`src/rtl/data_array_ctrl.sv`:
```
// Arbitration and sequencing for the single-port 16x256 cache data array: CPU port 0, fill port 1.
// Define DATA_ARRAY_CTRL_INIT_EN to zero-clear the whole array after reset before accepting traffic.
`timescale 1ns/1ps
module data_array_ctrl #(
    parameter int DATA_WIDTH = 256,
    parameter int NUM_WMASKS = 32,
    parameter int ADDR_WIDTH = 4,
    parameter int MAX_WAIT   = 4
) (
    input  logic                  clk,
    input  logic                  rst_n,
    input  logic                  i_p0_req,
    input  logic                  i_p0_we,
    input  logic [ADDR_WIDTH-1:0] i_p0_addr,
    input  logic [NUM_WMASKS-1:0] i_p0_wmask,
    input  logic [DATA_WIDTH-1:0] i_p0_wdata,
    output logic                  o_p0_gnt,
    output logic                  o_p0_rvalid,
    input  logic                  i_p1_req,
    input  logic                  i_p1_we,
    input  logic [ADDR_WIDTH-1:0] i_p1_addr,
    input  logic [NUM_WMASKS-1:0] i_p1_wmask,
    input  logic [DATA_WIDTH-1:0] i_p1_wdata,
    output logic                  o_p1_gnt,
    output logic                  o_p1_rvalid,
    output logic [DATA_WIDTH-1:0] o_rdata,
    output logic                  o_ready,
    output logic                  o_sram_csb,
    output logic                  o_sram_web,
    output logic [ADDR_WIDTH-1:0] o_sram_addr,
    output logic [NUM_WMASKS-1:0] o_sram_wmask,
    output logic [DATA_WIDTH-1:0] o_sram_din,
    input  logic [DATA_WIDTH-1:0] i_sram_dout
);

    localparam int WAIT_W = $clog2(MAX_WAIT + 1);
    localparam int RAM_DEPTH = 1 << ADDR_WIDTH;
    localparam logic [WAIT_W-1:0] WAIT_LIMIT = WAIT_W'(MAX_WAIT);

    logic              r_ready;
    logic              r_p0Rvalid;
    logic              r_p1Rvalid;
    logic [WAIT_W-1:0] r_waitCnt;
    logic              w_inRun;
    logic              w_readyNext;
    logic              w_sweep;
    logic              w_p1Urgent;
    logic              w_p0Gnt;
    logic              w_p1Gnt;

`ifdef DATA_ARRAY_CTRL_INIT_EN
    typedef enum logic {S_INIT, S_RUN} state_t;

    state_t                r_state;
    state_t                w_nextState;
    logic [ADDR_WIDTH-1:0] r_sweepIdx;

    always_ff @(posedge clk or negedge rst_n) begin
        if (!rst_n) begin
            r_state    <= S_INIT;
            r_sweepIdx <= '0;
        end else begin
            r_state <= w_nextState;
            if (r_state == S_INIT) begin
                r_sweepIdx <= r_sweepIdx + ADDR_WIDTH'(1);
            end
        end
    end

    always_comb begin
        w_nextState = r_state;
        if (r_state == S_INIT && r_sweepIdx == ADDR_WIDTH'(RAM_DEPTH - 1)) begin
            w_nextState = S_RUN;
        end
    end

    // Gating with rst_n keeps the SRAM deselected while reset is held, even though INIT is the reset state.
    assign w_inRun     = (r_state == S_RUN);
    assign w_readyNext = (w_nextState == S_RUN);
    assign w_sweep     = (r_state == S_INIT) && rst_n;
`else
    assign w_inRun     = 1'b1;
    assign w_readyNext = 1'b1;
    assign w_sweep     = 1'b0;
`endif

    // Port 1 overrides port 0 only once it has been starved for MAX_WAIT cycles.
    assign w_p1Urgent = i_p1_req && (r_waitCnt == WAIT_LIMIT);
    assign w_p1Gnt    = r_ready && i_p1_req && (w_p1Urgent || !i_p0_req);
    assign w_p0Gnt    = r_ready && i_p0_req && !w_p1Urgent;

    assign o_p0_gnt    = w_p0Gnt;
    assign o_p1_gnt    = w_p1Gnt;
    assign o_p0_rvalid = r_p0Rvalid;
    assign o_p1_rvalid = r_p1Rvalid;
    assign o_ready     = r_ready;
    assign o_rdata     = i_sram_dout;

    always_comb begin
        o_sram_csb   = 1'b1;
        o_sram_web   = 1'b1;
        o_sram_addr  = '0;
        o_sram_wmask = '0;
        o_sram_din   = '0;
        if (w_sweep) begin
            o_sram_csb   = 1'b0;
            o_sram_web   = 1'b0;
            o_sram_wmask = '1;
`ifdef DATA_ARRAY_CTRL_INIT_EN
            o_sram_addr  = r_sweepIdx;
`endif
        end else if (w_p0Gnt) begin
            o_sram_csb   = 1'b0;
            o_sram_web   = !i_p0_we;
            o_sram_addr  = i_p0_addr;
            o_sram_wmask = i_p0_we ? i_p0_wmask : '0;
            o_sram_din   = i_p0_wdata;
        end else if (w_p1Gnt) begin
            o_sram_csb   = 1'b0;
            o_sram_web   = !i_p1_we;
            o_sram_addr  = i_p1_addr;
            o_sram_wmask = i_p1_we ? i_p1_wmask : '0;
            o_sram_din   = i_p1_wdata;
        end
    end

    always_ff @(posedge clk or negedge rst_n) begin
        if (!rst_n) begin
            r_ready    <= 1'b0;
            r_p0Rvalid <= 1'b0;
            r_p1Rvalid <= 1'b0;
            r_waitCnt  <= '0;
        end else begin
            r_ready    <= w_readyNext;
            r_p0Rvalid <= w_p0Gnt && !i_p0_we;
            r_p1Rvalid <= w_p1Gnt && !i_p1_we;
            if (!w_inRun || !i_p1_req || w_p1Gnt) begin
                r_waitCnt <= '0;
            end else if (r_waitCnt != WAIT_LIMIT) begin
                r_waitCnt <= r_waitCnt + WAIT_W'(1);
            end
        end
    end

endmodule
```
`config.mk`:
```
export PLATFORM = sky130hd
export DESIGN_NAME = data_array_ctrl
export DESIGN_NICKNAME = d
export VERILOG_FILES = /design/src/rtl/data_array_ctrl.sv
export SDC_FILE = /design/constraint.sdc
export NUM_CORES = 1
export LEC_CHECK = 0
export ABC_AREA = 1
export CORE_AREA = 2 2 553 555
export DETAILED_ROUTE_END_ITERATION = 8
export DIE_AREA = 0 0 555 557
export MAX_ROUTING_LAYER = met4
export PLACE_DENSITY = 0.3
export SYNTH_ARGS = -nofsm -noshare
export SYNTH_HDL_FRONTEND = slang
export SYNTH_SLANG_ARGS = --single-unit
```
`constraint.sdc`:
```
create_clock -name clk -period 1.4 [get_ports clk]
set_clock_uncertainty 0.05 [all_clocks]
set_input_delay 0.14 -clock clk [delete_from_list [all_inputs] [get_ports clk]]
set_output_delay 0.14 -clock clk [all_outputs]
set_load 0.05 [all_outputs]
```
# Word-level counts from Yosys, hierarchy flattened
# Index checks and enable logic that the tools add are counted.
# word_totals
regBits,6
output_inout_bits,555
# op_classes
n_addsub,1
n_eq_ne,2
n_mux,14
reduce_logical,15
# ops
operator,count
two-way mux 256 bit,2
two-way mux 32 bit,4
two-way mux 4 bit,2
logical AND 1 bit,7
two-way mux 3 bit,2
logical NOT 1 bit,5
two-way mux 1 bit,4
adder 3 x 1 -> 3 bit (second input constant),1
equality test 3 bit (second input constant),1
!= test 3 bit (second input constant),1
logical OR 1 bit,2
nonzero test 2 bit,1

# Longest topological paths before layout
# Gate-level depths: netlist of the first run.
# logic_depth
word_depth,6
mapped_depth,10
mapped_depth_nobuf,8

# Worst setup path before layout of the first run
# OpenSTA, ideal clock, no wires.
# synth_path
path_kind,register to output
startpoint,reg r_ready (netlist: o_ready)
endpoint,out o_sram_wmask[13]
arrival_ns,2.223
t_required_ns,1.210
path_slack_ns,-1.013
stages_incl_launch_ff,6
n_path_buf,1
cell_sequence,dfrtp_1 nand2_1 inv_2 nand2_4 clkbuf_1 o21ai_0
# synth_via
elab_chain_len,4
word_cells_on_any_way,6
# synth_rtl
item,line,source
"start, declared",40,logic r_ready;
"start signal, assigned",134,r_ready <= w_readyNext;
logical AND 1 bit (2 in series),89,assign w_p1Gnt = r_ready && i_p1_req && (w_p1Urgent || !i_p0_req);
two-way mux 32 bit,118,end else if (w_p1Gnt) begin
two-way mux 32 bit *,112,end else if (w_p0Gnt) begin
"end, declared",31,"output logic [NUM_WMASKS-1:0] o_sram_wmask,"
# Every way passes the cells marked *; elsewhere a longest branch is shown, timed or not.

# Worst setup path in the final report of the first run
# layout_path
startpoint,reg r_waitCnt[1]
endpoint,out o_sram_wmask[5]
# layout_via
elab_chain_len,6
word_cells_on_any_way,8
# layout_rtl
item,line,source
"start, declared",43,logic [WAIT_W-1:0] r_waitCnt;
"start signal, assigned",140,r_waitCnt <= r_waitCnt + WAIT_W'(1);
equality test 3 bit *,88,assign w_p1Urgent = i_p1_req && (r_waitCnt == WAIT_LIMIT);
logical AND 1 bit *,88,
logical OR 1 bit,89,
logical AND 1 bit,89,
two-way mux 32 bit,118,
two-way mux 32 bit *,112,
# Marked as above.

==> impl_metrics.yaml, run 1 <==
final_layout:
  post-route-util: 0.0865
  layout.nets: 2792
  nFillCells: 35200
  drive_above_1_share: 0.505
  syn_to_final_growth_pct: 331
routing:
  drc: 0
  routed-via-count: 11400
  drt_first_pass_iters: 7
  vias_per_cell: 1.91
  routedWlPerCell_um: 29.3
  drt_iter0_markers: 410
  wl_um: 175000
  final_antenna_net_count: 0
cts:
  clkSinkCount: 6
  cts_tree: "done"
  cts-root-buf: "clkbuf_16"
  numCtsBuffers: 3
  clk_latency_ns: 0.23
  cts.reportedPaths.clkPinSlew_ns: 0.04
  clock_path_buffers: 2
  htreeDepth: 1
yosys:
  avgSynthCellArea_um2: 4.91
  syn_nets: 2091
  synth_seq_area_share: 0.0246
  synth_seq_cells: 6
  synthFlopType: "dfrtp_1"
  synth_area_leaders: "nand2_1 (50%), buf_4 (31%), buf_6 (3.3%)"
  synth_edf_count: 0
  ys_warn_count: 0
  synth.area.mux_share: 0
  synth_most_common_cell: "nand2_1"
  synthDistinctLibCells: 23
  yosys.area_share.adder: 0.00410
  synth-compound-area-share: 0.0291
  async_flop_share: 1.00
  synth_cells: 1243
  ys_top_cells_by_count: "nand2_1 (820), buf_4 (256), buf_2 (35)"
  synth_top_area_frac: 0.504
  synth_top_family_by_area: "simple AND/OR/NAND/NOR gates"
  synthSimpleGateAreaFrac: 0.540
  synth-xor-area-share: 0.00144
  syn_area_um2: 6100
  yosys.area.top_type: "nand2_1"
global_route:
  grt_overflow: 0
  grt_use_met3: 0.0636
  grt_util_met1: 0.101
  grt.busiest_layer: "met2"
  grt.total_usage: 0.111
  grt_max_degree: 46
  grt_pass1_vias: 12100
  use_met2: 0.198
  grt_pass1_wl_um: 202000
  antenna_found_initial: 112
outcome:
  status: "finished, violations left"
  violations: "setup timing"
place:
  pre_cts_slack_ns: -1.25
  place_hpwl_um: 165000
  place_congestion: 0.824
  io_buffers: 888
power:
  p_int_mw: 5.02
  power_mw: 10.6
  p_sw_frac: 0.525
  vdd_ir_drop_max_mv: 0.243
  p_switching_mw: 5.55
  p_leak_nw: 9.18
  p_clk_frac: 0.047
  pwr-share-seq: 0.018
  powerDensity_nw_per_um2: 402
  power_frac_comb: 0.935
timing:
  rsz0062_at_grt: "yes"
  setup_slack_ns: -0.873
  relSlewSlack: 0.651
  setup_viol: 300
  fmax_mhz: 440
  tightest_slew_ns: 0.522
  layout_min_cycle_time_ns: 2.27
  min_period_over_period: 1.62
  hold_viol_final: 0
  maxSlewViolCount: 0
floorplanning:
  die_w_um: 555
  core_um2: 304000
  initial_core_util: 0.0201
  io_pins: 1401
  num_rows: 203
  dieArea_um2: 309000
  fp.dieH_um: 557
setup_path:
  arrival_ns: 2.08
  critPathKind: "reg -> out"
  cp-end-kind: "output pin"
  crit_path_start_kind: "flop"
  required_ns: 1.21
  cp_max_fo: 11
min_path:
  hp-class: "in -> async"
flow_run:
  drv_cap: 0
-- cells by family after synthesis --
kind of cell / count (synthesis)
buffers and inverters: 336
and+or+nand+nor: 862
AOI/OAI and AO/OA: 35
adders and majority gates: 2
other: 1
xor gates and xnor gates: 1
DFF: 6
-- worst paths after layout --
check                                 start         endpoint  slack, ns  depth (start not counted)
hold / removal                        rst_n     r_waitCnt[1]       0.14                          1
hold reg to reg                r_waitCnt[1]     r_waitCnt[1]       0.57                          3
setup reg to reg               r_waitCnt[1]     r_waitCnt[2]      -0.22                          9
min in group clk           i_sram_dout[151]     o_rdata[151]       0.23                          0
max in group asynchronous             rst_n          o_ready       0.88                          1
setup / recovery               r_waitCnt[1]  o_sram_wmask[5]      -0.87                          9
-- flip-flops by register name, summed over array words and instances, names as in the netlist --
register	flops
r_waitCnt	3
o_p0_rvalid	1
o_p1_rvalid	1
o_ready	1
-- layer usage --
layer	up-vias	share of wire
met4	0	0.038
met5	-	0
li1	4933	-
met1	5174	0.32
met3	442	0.14
met2	841	0.51
-- cell type report --
type	instances	area, um^2	share of cell area
multi-input cells	901	6910	0.263
inverters	9	76.3	0.00290
diodes	31	77.6	0.00295
repair buffers	1023	14000	0.532
flip-flops and latches	6	151	0.00576
clock buffers	4	78.8	0.00300
well taps	3997	5000	0.190
-- power groups by stage --
| stage | combinational, mW | clock, mW | sequential (mW) |
|---|---|---|---|
| after global placement | 9.78 | 0 | 0.196 |
| after detailed placement | 9.73 | 0 | 0.195 |
| after CTS | 10.0 | 0.510 | 0.194 |
| after global routing | 10.5 | 0.516 | 0.194 |
| final | 9.88 | 0.497 | 0.194 |
| after floorplan | 5.19 | 0 | 0.205 |
-- per-stage QoR --
| step | setup TNS (ns) | area (um^2) | hold WS [ns] | cells |
|---|---|---|---|---|
| after floorplan | -73.97 | 8630 | -0.206 | 1243 |
| after global placement | -277.70 | 24400 | 0.230 | 5908 |
| after detailed placement | -268.28 | 24400 | 0.230 | 5908 |
| after CTS | -242.71 | 25300 | 0.154 | 5931 |
| after global routing | -259.58 | 26300 | 0.161 | 5970 |
| final | -232.06 | 26300 | 0.139 | 5971 |
-- worst max-delay path, stage by stage, from the launching register on --
cell and delay [ns]:
dfrtp_1 0.38, inv_2 0.08, ha_4 0.15, nand3_4 0.11, nand2_4 0.13, nand2_8 0.09
buf_4 0.19, buf_16 0.17, o21ai_4 0.32, buf_12 0.19
-- placed cells by master (no fill, tap or decap), drive strengths merged --
cell,synthesis,final
o211ai,1,1
dfrtp,6,6
nand4,1,1
diode,0,31
conb,1,1
inv,8,6
buf,314,430
ha,2,2
clkinvlp,0,1
clkbuf,13,10
clkdlybuf4s50,0,586
xor2,1,1
dlygate4sd2,0,1
nand3,35,35
nand2,822,822
o21ai,34,34
clkinv,1,2
nor2,4,4
-- repair_timing --
action                                  4_1_cts  5_1_grt
pin swaps                                    17       22
endpoints found under the hold margin         0        0
endpoints found under the setup margin      298      300
gates cloned                                  6        7
hold buffers                                  0        0
gates resized for setup                     122      232
buffers inserted                             13        5
No activity file was read; power rests on OpenSTA's default activity.
==> inputs of run 2 (changes only) <==
--- a/config.mk
+++ b/config.mk
@@ -6,6 +6,7 @@
 export NUM_CORES = 1
 export LEC_CHECK = 0
 export ABC_AREA = 1
+export ABC_CLOCK_PERIOD_IN_PS = 1400
 export CORE_AREA = 2 2 553 555
 export DETAILED_ROUTE_END_ITERATION = 8
 export DIE_AREA = 0 0 555 557
==> results of run 2 <==
No change in the layout: final DEF, timing and power equal those of run 1.
==> inputs of run 3 (changes only) <==
--- a/config.mk
+++ b/config.mk
@@ -10,8 +10,8 @@
 export CORE_AREA = 2 2 553 555
 export DETAILED_ROUTE_END_ITERATION = 8
 export DIE_AREA = 0 0 555 557
+export GPL_TIMING_DRIVEN = 0
 export MAX_ROUTING_LAYER = met4
-export PLACE_DENSITY = 0.3
 export SYNTH_ARGS = -nofsm -noshare
 export SYNTH_HDL_FRONTEND = slang
 export SYNTH_SLANG_ARGS = --single-unit
==> run 3 against run 2 <==
  * The flow still finishes with violations (setup timing)
  * Power up 26%
  * Core utilization up 2.0 points
  * Cell count up 11%
  * Sequential cell count unchanged
==> impl_metrics.yaml, run 3 (same netlist as run 1, synthesis figures left out) <==
setup_path:
  cp_max_fo: 7
  critPathKind: "reg -> out"
  arrival_ns: 2.22
  worstReg2RegStart: "r_waitCnt[1]"
  cp-end-kind: "output pin"
  rr_worst_depth: 10
  reg2reg_setup_slack_ns: -0.26
  timing.rr.end: "r_waitCnt[2]"
  crit_path_start_kind: "flop"
  required_ns: 1.21
cts:
  clkSinkCount: 6
  clock_path_buffers: 2
  cts.reportedPaths.clkPinSlew_ns: 0.04
  htreeDepth: 1
  cts-root-buf: "clkbuf_16"
  numCtsBuffers: 3
  clk_latency_ns: 0.24
  cts-hold-fix-buffers: 0
  cts_tree: "done"
final_layout:
  layout_commonest_cell: "clkdlybuf4s50_1"
  largest_reg_flops: 3
  layout.nets: 3350
  drive_above_1_share: 0.559
  fin_area_um2: 32300
  layout_common_cells: "clkdlybuf4s50_1 (833), nand2_4 (392), buf_4 (316), nand2_1 (227), buf_12 (168)"
  syn_to_final_growth_pct: 429
  top_register: "r_waitCnt"
routing:
  routedWlPerCell_um: 31.2
  drt_iter0_markers: 1021
  routed-via-count: 14600
  drt_first_pass_iters: 5
  vias_per_cell: 2.20
  wl_um: 207000
  drc: 0
  final_antenna_net_count: 0
outcome:
  status: "finished, violations left"
  violations: "setup timing"
timing:
  min_period_over_period: 1.72
  setup_slack_ns: -1.01
  fmax_mhz: 416
  tightest_slew_ns: 0.994
  fin_tns_setup_ns: -251.25
  layout_min_cycle_time_ns: 2.41
  hold_viol_final: 0
  maxSlewViolCount: 0
  rsz0062_at_grt: "yes"
  setup_viol: 301
  relSlewSlack: 0.336
place:
  place_congestion: 1.19
  io_buffers: 1142
  pre_cts_slack_ns: -2.79
  dpl_cell_area_um2: 25000
  place_hpwl_um: 193000
min_path:
  hp-class: "in -> async"
power:
  p_leak_nw: 12.4
  vdd_ir_drop_max_mv: 0.273
  powerDensity_nw_per_um2: 413
floorplanning:
  initial_core_util: 0.0201
  dieArea_um2: 309000
  fp.dieH_um: 557
  die_w_um: 555
  core_um2: 304000
  io_pins: 1401
  num_rows: 203
global_route:
  grt_max_degree: 12
  grt_pass1_wl_um: 229000
  grt_pass1_vias: 13200
  grt_overflow: 0
  grt.total_usage: 0.129
  antenna_found_initial: 225
flow_run:
  drv_cap: 0
[run 3: cell types whose count changed in the layout (fill, tap and decap cells not counted), moves of 15 or more]
cell	change
buf_8	+101
nand2_4	+99
buf_4	+270
clkdlybuf4s50_1	+247
diode_2	+114
nand2_2	-61
buf_12	-179
nand2_1	-104
nand3_2	+15
nand2_8	+66
buf_6	+63
[run 3: worst max-delay path, cell delays in order, from the launching register on]
cell and delay (ns):
dfrtp_1 0.39, inv_2 0.08, ha_4 0.14, nand3_4 0.09, buf_6 0.16, nand2_8 0.08
inv_16 0.06, buf_12 0.16, buf_12 0.14, buf_12 0.14, buf_12 0.13, nand2_8 0.11
nand2_4 0.07, buf_12 0.15
[run 3: power breakdown]
group          switching (mW)  internal, mW  leakage [nW]
clock                   0.117         0.380        0.0391
combinational            7.31          5.34          12.3
sequential             0.0110         0.184        0.0779
total                    7.43          5.90          12.4
[run 3: final cells by class]
class	count	area, um^2
diodes	145	363
inverters	9	80.1
repair buffers	1257	14900
multi-input cells	901	8630
fillers	34900	272000
flip-flops and latches	6	151
well taps	3997	5000
plain buffers	323	3050
clock buffers	4	78.8
repair inverters	1	30.0
[run 3: what timing repair did]
item	4_1_cts	5_1_grt
setup buffers	43	46
cloned	16	15
gates resized for setup	2431	859
setup endpoints to repair	311	312
pin swaps	37	38
[run 3: how the worst max path moves through the flow]
stage,start,to,cells after the start
6_report,r_waitCnt[1],o_sram_din[246],13
5_1_grt,r_waitCnt[1],o_sram_din[161],12
4_1_cts,r_waitCnt[1],o_sram_din[104],12
3_5_place_dp,i_p1_req,o_sram_din[179],9
3_3_place_gp,i_p1_req,o_sram_din[114],9
2_1_floorplan,r_waitCnt[0],o_sram_wmask[21],6
[run 3: per-stage QoR]
stage          instances  utilization  power [mW]  hold WS [ns]
2_1_floorplan       1243            -        5.40        -0.206
3_3_place_gp        6382       0.0824        10.7         0.351
3_5_place_dp        6382       0.0823        10.7         0.354
4_1_cts             6445       0.0946        12.5         0.113
5_1_grt             6636        0.106        13.8         0.140
6_report            6643        0.106        13.3         0.118
[run 3: metal layers]
metal	global-route usage	vias up	routed length, um
met1	0.107	6595	58000
met2	0.236	1470	107000
met3	0.0788	322	32200
li1	-	6223	-
met4	0.0410	0	9870
met5	-	-	0
